<file path="src/rtl/overlay_sequencer_pkg.sv">
// Shared definitions for the text-overlay game-flow sequencer: state encoding,
// text layer select codes and frame counter sizing.
package overlay_sequencer_pkg;

    typedef enum logic [1:0] {
        ST_BANNER = 2'd0,
        ST_PLAY   = 2'd1,
        ST_WIN    = 2'd2,
        ST_OVER   = 2'd3
    } seq_state_t;

    localparam logic [1:0] TEXT_SEL_NONE   = 2'b00;
    localparam logic [1:0] TEXT_SEL_BANNER = 2'b01;
    localparam logic [1:0] TEXT_SEL_WIN    = 2'b10;
    localparam logic [1:0] TEXT_SEL_OVER   = 2'b11;

    // Wide enough to hold the larger of the two frame limits without wrapping.
    function automatic int frame_count_width(input int banner_frames, input int hold_frames);
        int max_frames;
        int width;
        max_frames = (banner_frames > hold_frames) ? banner_frames : hold_frames;
        width = $clog2(max_frames + 1);
        return (width < 1) ? 1 : width;
    endfunction

endpackage

</file>
<file path="src/rtl/overlay_sequencer_frame_timer.sv">
// Frame-tick up-counter with synchronous clear that saturates at a runtime limit.
// Used for both the banner hold and the end-screen minimum hold.
module overlay_sequencer_frame_timer #(
    parameter int WIDTH = 8
) (
    input  logic             clk,
    input  logic             rst,
    input  logic             clear,
    input  logic             tick,
    input  logic [WIDTH-1:0] limit,
    output logic [WIDTH-1:0] count,
    output logic             done
);

    always_ff @(posedge clk) begin
        if (rst || clear) begin
            count <= '0;
        end else if (tick && (count < limit)) begin
            count <= count + WIDTH'(1);
        end
    end

    assign done = (count == limit);

endmodule

</file>
<file path="src/rtl/overlay_sequencer.sv">
// Game-flow controller for the on-screen text overlay: picks the visible text layer,
// gates maze play, tracks the level index and blinks end-of-game text.
//
//   state  | meaning
//   BANNER | "LEVEL n" shown, waiting BANNER_FRAMES frames
//   PLAY   | maze live, watching death / goal events
//   WIN    | final level cleared, blinking WIN!, restart after hold
//   OVER   | player died, blinking GAME OVER, restart after hold
module overlay_sequencer
    import overlay_sequencer_pkg::*;
#(
    parameter int BANNER_FRAMES   = 120,
    parameter int BLINK_FRAMES    = 30,
    parameter int END_HOLD_FRAMES = 180,
    parameter int NUM_LEVELS      = 2,
    localparam int LVL_W          = (NUM_LEVELS > 1) ? $clog2(NUM_LEVELS) : 1
) (
    input  logic             clk,
    input  logic             rst,
    input  logic             frame_tick,
    input  logic             player_dead,
    input  logic             level_done,
    input  logic             start_btn,
    input  logic             game_over_text,
    input  logic             win_text,
    input  logic             level_text,
    input  logic             level_num1_text,
    input  logic             level_num2_text,
    output logic             game_active,
    output logic [LVL_W-1:0] level_idx,
    output logic [1:0]       text_sel,
    output logic             text_on,
    output logic             blink
);

    localparam int CNT_W   = frame_count_width(BANNER_FRAMES, END_HOLD_FRAMES);
    localparam int BLINK_W = (BLINK_FRAMES > 1) ? $clog2(BLINK_FRAMES) : 1;

    seq_state_t         state;
    seq_state_t         state_next;
    logic [LVL_W-1:0]   level_next;
    logic               leave;
    logic [CNT_W-1:0]   timer_limit;
    logic [CNT_W-1:0]   frame_count;
    logic               hold_done;
    logic               timer_tick;
    logic [BLINK_W-1:0] blink_cnt;
    logic               end_screen;

    assign end_screen = (state == ST_WIN) || (state == ST_OVER);
    assign timer_limit = (state == ST_BANNER) ? CNT_W'(BANNER_FRAMES) : CNT_W'(END_HOLD_FRAMES);
    // The timer idles in PLAY; it is cleared on the way in and out anyway.
    assign timer_tick = frame_tick && (state != ST_PLAY);

    always_comb begin
        state_next = state;
        level_next = level_idx;
        case (state)
            ST_BANNER: begin
                if (frame_tick && (frame_count == CNT_W'(BANNER_FRAMES - 1))) begin
                    state_next = ST_PLAY;
                end
            end
            ST_PLAY: begin
                if (player_dead) begin
                    state_next = ST_OVER;
                end else if (level_done) begin
                    if (level_idx == LVL_W'(NUM_LEVELS - 1)) begin
                        state_next = ST_WIN;
                    end else begin
                        state_next = ST_BANNER;
                        level_next = level_idx + LVL_W'(1);
                    end
                end
            end
            ST_WIN, ST_OVER: begin
                if (start_btn && hold_done) begin
                    state_next = ST_BANNER;
                    level_next = '0;
                end
            end
            default: begin
                state_next = ST_BANNER;
                level_next = '0;
            end
        endcase
        leave = (state_next != state);
    end

    overlay_sequencer_frame_timer #(
        .WIDTH(CNT_W)
    ) u_frame_timer (
        .clk   (clk),
        .rst   (rst),
        .clear (leave),
        .tick  (timer_tick),
        .limit (timer_limit),
        .count (frame_count),
        .done  (hold_done)
    );

    always_ff @(posedge clk) begin
        if (rst) begin
            state     <= ST_BANNER;
            level_idx <= '0;
            blink     <= 1'b1;
            blink_cnt <= '0;
            text_on   <= 1'b0;
        end else begin
            state     <= state_next;
            level_idx <= level_next;

            // A tick landing on a transition clk is swallowed by the transition.
            if (leave) begin
                blink     <= 1'b1;
                blink_cnt <= '0;
            end else if (end_screen && frame_tick) begin
                if (blink_cnt == BLINK_W'(BLINK_FRAMES - 1)) begin
                    blink_cnt <= '0;
                    blink     <= ~blink;
                end else begin
                    blink_cnt <= blink_cnt + BLINK_W'(1);
                end
            end

            case (state)
                ST_BANNER: text_on <= level_text |
                                      ((level_idx == '0) ? level_num1_text : level_num2_text);
                ST_WIN:    text_on <= win_text & blink;
                ST_OVER:   text_on <= game_over_text & blink;
                default:   text_on <= 1'b0;
            endcase
        end
    end

    assign game_active = (state == ST_PLAY);

    always_comb begin
        case (state)
            ST_BANNER: text_sel = TEXT_SEL_BANNER;
            ST_WIN:    text_sel = TEXT_SEL_WIN;
            ST_OVER:   text_sel = TEXT_SEL_OVER;
            default:   text_sel = TEXT_SEL_NONE;
        endcase
    end

endmodule

</file>
<file path="config.mk">
export PLATFORM = sky130hd
export DESIGN_NAME = overlay_sequencer
export DESIGN_NICKNAME = d
export VERILOG_FILES = /design/src/rtl/overlay_sequencer_pkg.sv /design/src/rtl/overlay_sequencer_frame_timer.sv /design/src/rtl/overlay_sequencer.sv
export SDC_FILE = /design/constraint.sdc
export NUM_CORES = 1
export LEC_CHECK = 0
export ABC_AREA = 1
export CAP_MARGIN = 15
export CORE_ASPECT_RATIO = 1.25
export CORE_MARGIN = 2
export CORE_UTILIZATION = 55
export CTS_CLUSTER_SIZE = 14
export DETAILED_ROUTE_END_ITERATION = 7
export PLACE_DENSITY = 0.79
export SKIP_LAST_GASP = 1
export SYNTH_ARGS = -nofsm -noshare
export SYNTH_HDL_FRONTEND = slang
export SYNTH_SLANG_ARGS = --single-unit
</file>
<file path="constraint.sdc">
create_clock -name clk -period 2.7 [get_ports clk]
set_input_delay 0.54 -clock clk [delete_from_list [all_inputs] [get_ports clk]]
set_output_delay 0.54 -clock clk [all_outputs]
set_load 0.02 [all_outputs]
</file>
==> qor.yml <==
post-route-min-period_ns: 2.56
rows: 20
crit_buf_inv: 3
avgRoutedWirePerCell_um: 11.4
status: "completed"
synthesis.area_mm2: 0.00141
r2r-end: "u_frame_timer.count[1]$_SDFFE_PP0P_"
rrSetupSlack_ns: 0.26
worstReg2RegStart: "state[0]$_SDFF_PP0_"
synth_top_family_by_area: "simple AND/OR/NAND/NOR gates"
synthAdderAreaFrac_pct: 10.6
antenna-diode-count: 0
placed_cells: 243
synth_compound_gate_area_share_pct: 10.7
groute.usage.overall_pct: 21.2
syn_nets: 219
critical_path_class: "reg -> out"
worstSkewPairLatency_ns: 0.30
synth-warning-count: 0
totalPowerFinal_mw: 1.02
grt_max_degree: 14
register_bit_count_reported_by_yosys: 18
first_iter_violations: 25
vias_in_the_first_global_route: 1196
worst-path-max-fanout: 6
dr.pass1.iters: 4
ctsRootBufferMaster: "sky130_fd_sc_hd__clkbuf_4"
max_cap_viol_count: 0
worstMarginPinSlew_ns: 0.550
detail_route.vias_per_cell: 4.94
power_density_mw_per_mm2: 629
grt_pass1_wl_um: 4900
ys_async_sr_fraction_pct: 0
synthXorXnorAreaFrac_pct: 6.20
drt_wl_total_um: 2820
worst_ep_required_time_ns: 2.16
finalClockSkew_ns: 0.00475
postCtsSetupBuffers: 0
die-height_um: 60.7
post_cts.resized_instances: 0
ir_worst_vdd_mv: 0.280
top_cells_by_area_in_the_synthesized_netlist: "sky130_fd_sc_hd__dfxtp_1 26%, sky130_fd_sc_hd__ha_1 11%, sky130_fd_sc_hd__nand2_1 11%, sky130_fd_sc_hd__inv_1 9.0%, sky130_fd_sc_hd__nor2_4 8.0%"
max_freq_mhz: 391
endpoint: "text_sel[1]"
clock_tree.buffer_depth: 2
placeableCoreArea_mm2: 0.00243
cell_with_the_largest_stage_delay_on_the_worst_path: "sky130_fd_sc_hd__clkdlybuf4s50_1"
synthDominantCellAreaShare_pct: 25.5
cp_cell_sequence: "inv_1 > ha_1 > nor2_2 > inv_1 > clkdlybuf4s50_1"
synth_enable_flop_cells: 0
cts_sinks: 18
tritoncts: "yes"
dieArea_mm2: 0.00299
final_total_negative_setup_slack_ns: 0
number_of_buffers_created_by_cts: 3
ioPinCount: 17
hpwlAfterDp_um: 2320
critPathLaunch: "state[0]$_SDFF_PP0_"
critical-path-top-cell-by-count: "sky130_fd_sc_hd__inv_1"
cts_max_level: 1
num-nets-final: 238
post-route-drc-count: 0
synth-main-ff-cell: "sky130_fd_sc_hd__dfxtp_1"
setup_ws_ns: 0.140
final_cells: 247
post_synth.cell_area_avg_um2: 7.21
timing.final.hold_violations: 0
cts.hold.buffers_added: 0
worst_path_top_cell_family_by_delay: "buffers and inverters"
worst-r2r-cell-count: 14
gp_congestion: 0.969
whs_ns: 0.516
clock_pin_slew_on_the_worst_setup_and_hold_paths_ns: 0.10
synthCells: 196
die_w_um: 49.3
io_buffer_count: 16
muxShareOfSynthArea_pct: 0
static_power_due_to_leakage_nw: 0.621
start_util_pct: 58.2
antenna_violating_nets_remaining: 0
slew_headroom_pct: 63.2
synth.yosys.seq_area_share_pct: 25.5
grt_antenna_before_repair: 0
final.period_utilization_pct: 94.8
cell_type_with_the_highest_aggregate_area_in_the_netlist: "sky130_fd_sc_hd__dfxtp_1"
grt_setup_unrepaired: "false"
max_stage_delay_ns: 0.56
critPathArrivalTime_ns: 2.02
final-max-slew-violation-count: 0
grt_overflow: 0
pre_cts_ws_ns: 0.298
crit_cells: 5
layout-drive-gt1-share_pct: 15.9
area_growth_pct: 14.6
hold_class: "reg -> reg"
vias: 1221
synthDistinctLibCells: 29
synth_simple_gate_area_share_pct: 34.6
count_of_endpoints_failing_setup_in_the_final_report: 0
startpoint_type: "flop"
worst_setup_path_end_kind: "output pin"
## cell type report
| cell class | instances | area, µm² |
|---|---|---|
| clock buffer | 4 | 36.3 |
| fill | 224 | 808 |
| inverter | 38 | 143 |
| multi-input combinational | 138 | 878 |
| sequential | 18 | 360 |
| tap | 33 | 41.3 |
| timing repair buffer | 16 | 160 |
## layout by cell type (no fill, tap or decap), drive strengths merged, types with 7 or more instances in the layout
cell type / n
a21oi: 7
clkdlybuf4s50: 16
dfxtp: 18
ha: 12
inv: 38
nand2: 47
nand3: 12
nor2: 28
o21ai: 13
xor2: 8
## cells in the mapped netlist, types with 6 or more instances
cell type,n
sky130_fd_sc_hd__nor2_1,15
sky130_fd_sc_hd__nand2_1,40
sky130_fd_sc_hd__nand2_2,6
sky130_fd_sc_hd__xor2_1,8
sky130_fd_sc_hd__o21ai_0,8
sky130_fd_sc_hd__ha_1,12
sky130_fd_sc_hd__a21oi_1,6
sky130_fd_sc_hd__inv_1,34
sky130_fd_sc_hd__nand3_1,11
sky130_fd_sc_hd__dfxtp_1,18
sky130_fd_sc_hd__nor2_4,10
## layer usage
metal	global-route usage, %	part of all wire, %	wire (µm)	vias up
met2	40.3	51	1450	28
met4	10.2	2.3	66	0
met5	0	0	0	-
met1	22.8	42	1190	545
li1	-	-	-	642
met3	3.94	4.1	115	6
## worst min-delay path by stage
| stage | start | to | cells past startpoint |
|---|---|---|---|
| after floorplan | u_frame_timer.count[1]$_SDFFE_PP0P_ | u_frame_timer.count[1]$_SDFFE_PP0P_ | 4 |
| after global placement | level_idx$_SDFFE_PP0P_ | level_idx$_SDFFE_PP0P_ | 2 |
| after detailed placement | level_idx$_SDFFE_PP0P_ | level_idx$_SDFFE_PP0P_ | 2 |
| after CTS | level_idx$_SDFFE_PP0P_ | level_idx$_SDFFE_PP0P_ | 2 |
| after global routing | level_idx$_SDFFE_PP0P_ | level_idx$_SDFFE_PP0P_ | 2 |
| final | level_idx$_SDFFE_PP0P_ | level_idx$_SDFFE_PP0P_ | 2 |
## flip-flops by register name (all words and copies together), names as in the netlist
signal               count
text_on                  1
level_idx                1
blink                    1
blink_cnt                5
state                    2
u_frame_timer.count      8
## cell families after synthesis
group,after synthesis
flops,18
simple gates,92
buf+inv,40
compound gates,24
fa+ha+maj,12
xor+xnor,10
## worst min-delay path: cells and delay by family (launching register included)
family,cells,cell delay [ns]
buffers and inverters,1,0.07
AOI/OAI and AO/OA,1,0.06
DFF,1,0.35
## power by group
group | switching (mW) | total (mW) | internal, mW | leakage (nW)
Sequential | 0.0299 | 0.322 | 0.292 | 0.146
Combinational | 0.342 | 0.530 | 0.188 | 0.454
Clock | 0.0849 | 0.167 | 0.0822 | 0.0210
## metrics by stage
step / util, % / instance area [µm²]
global placement: 65.2 / 1580
floorplan: - / 1410
detailed placement: 65.2 / 1580
CTS: 66.7 / 1620
global route: 66.7 / 1620
finish: 66.7 / 1620
No activity file was read; power rests on OpenSTA's default activity.
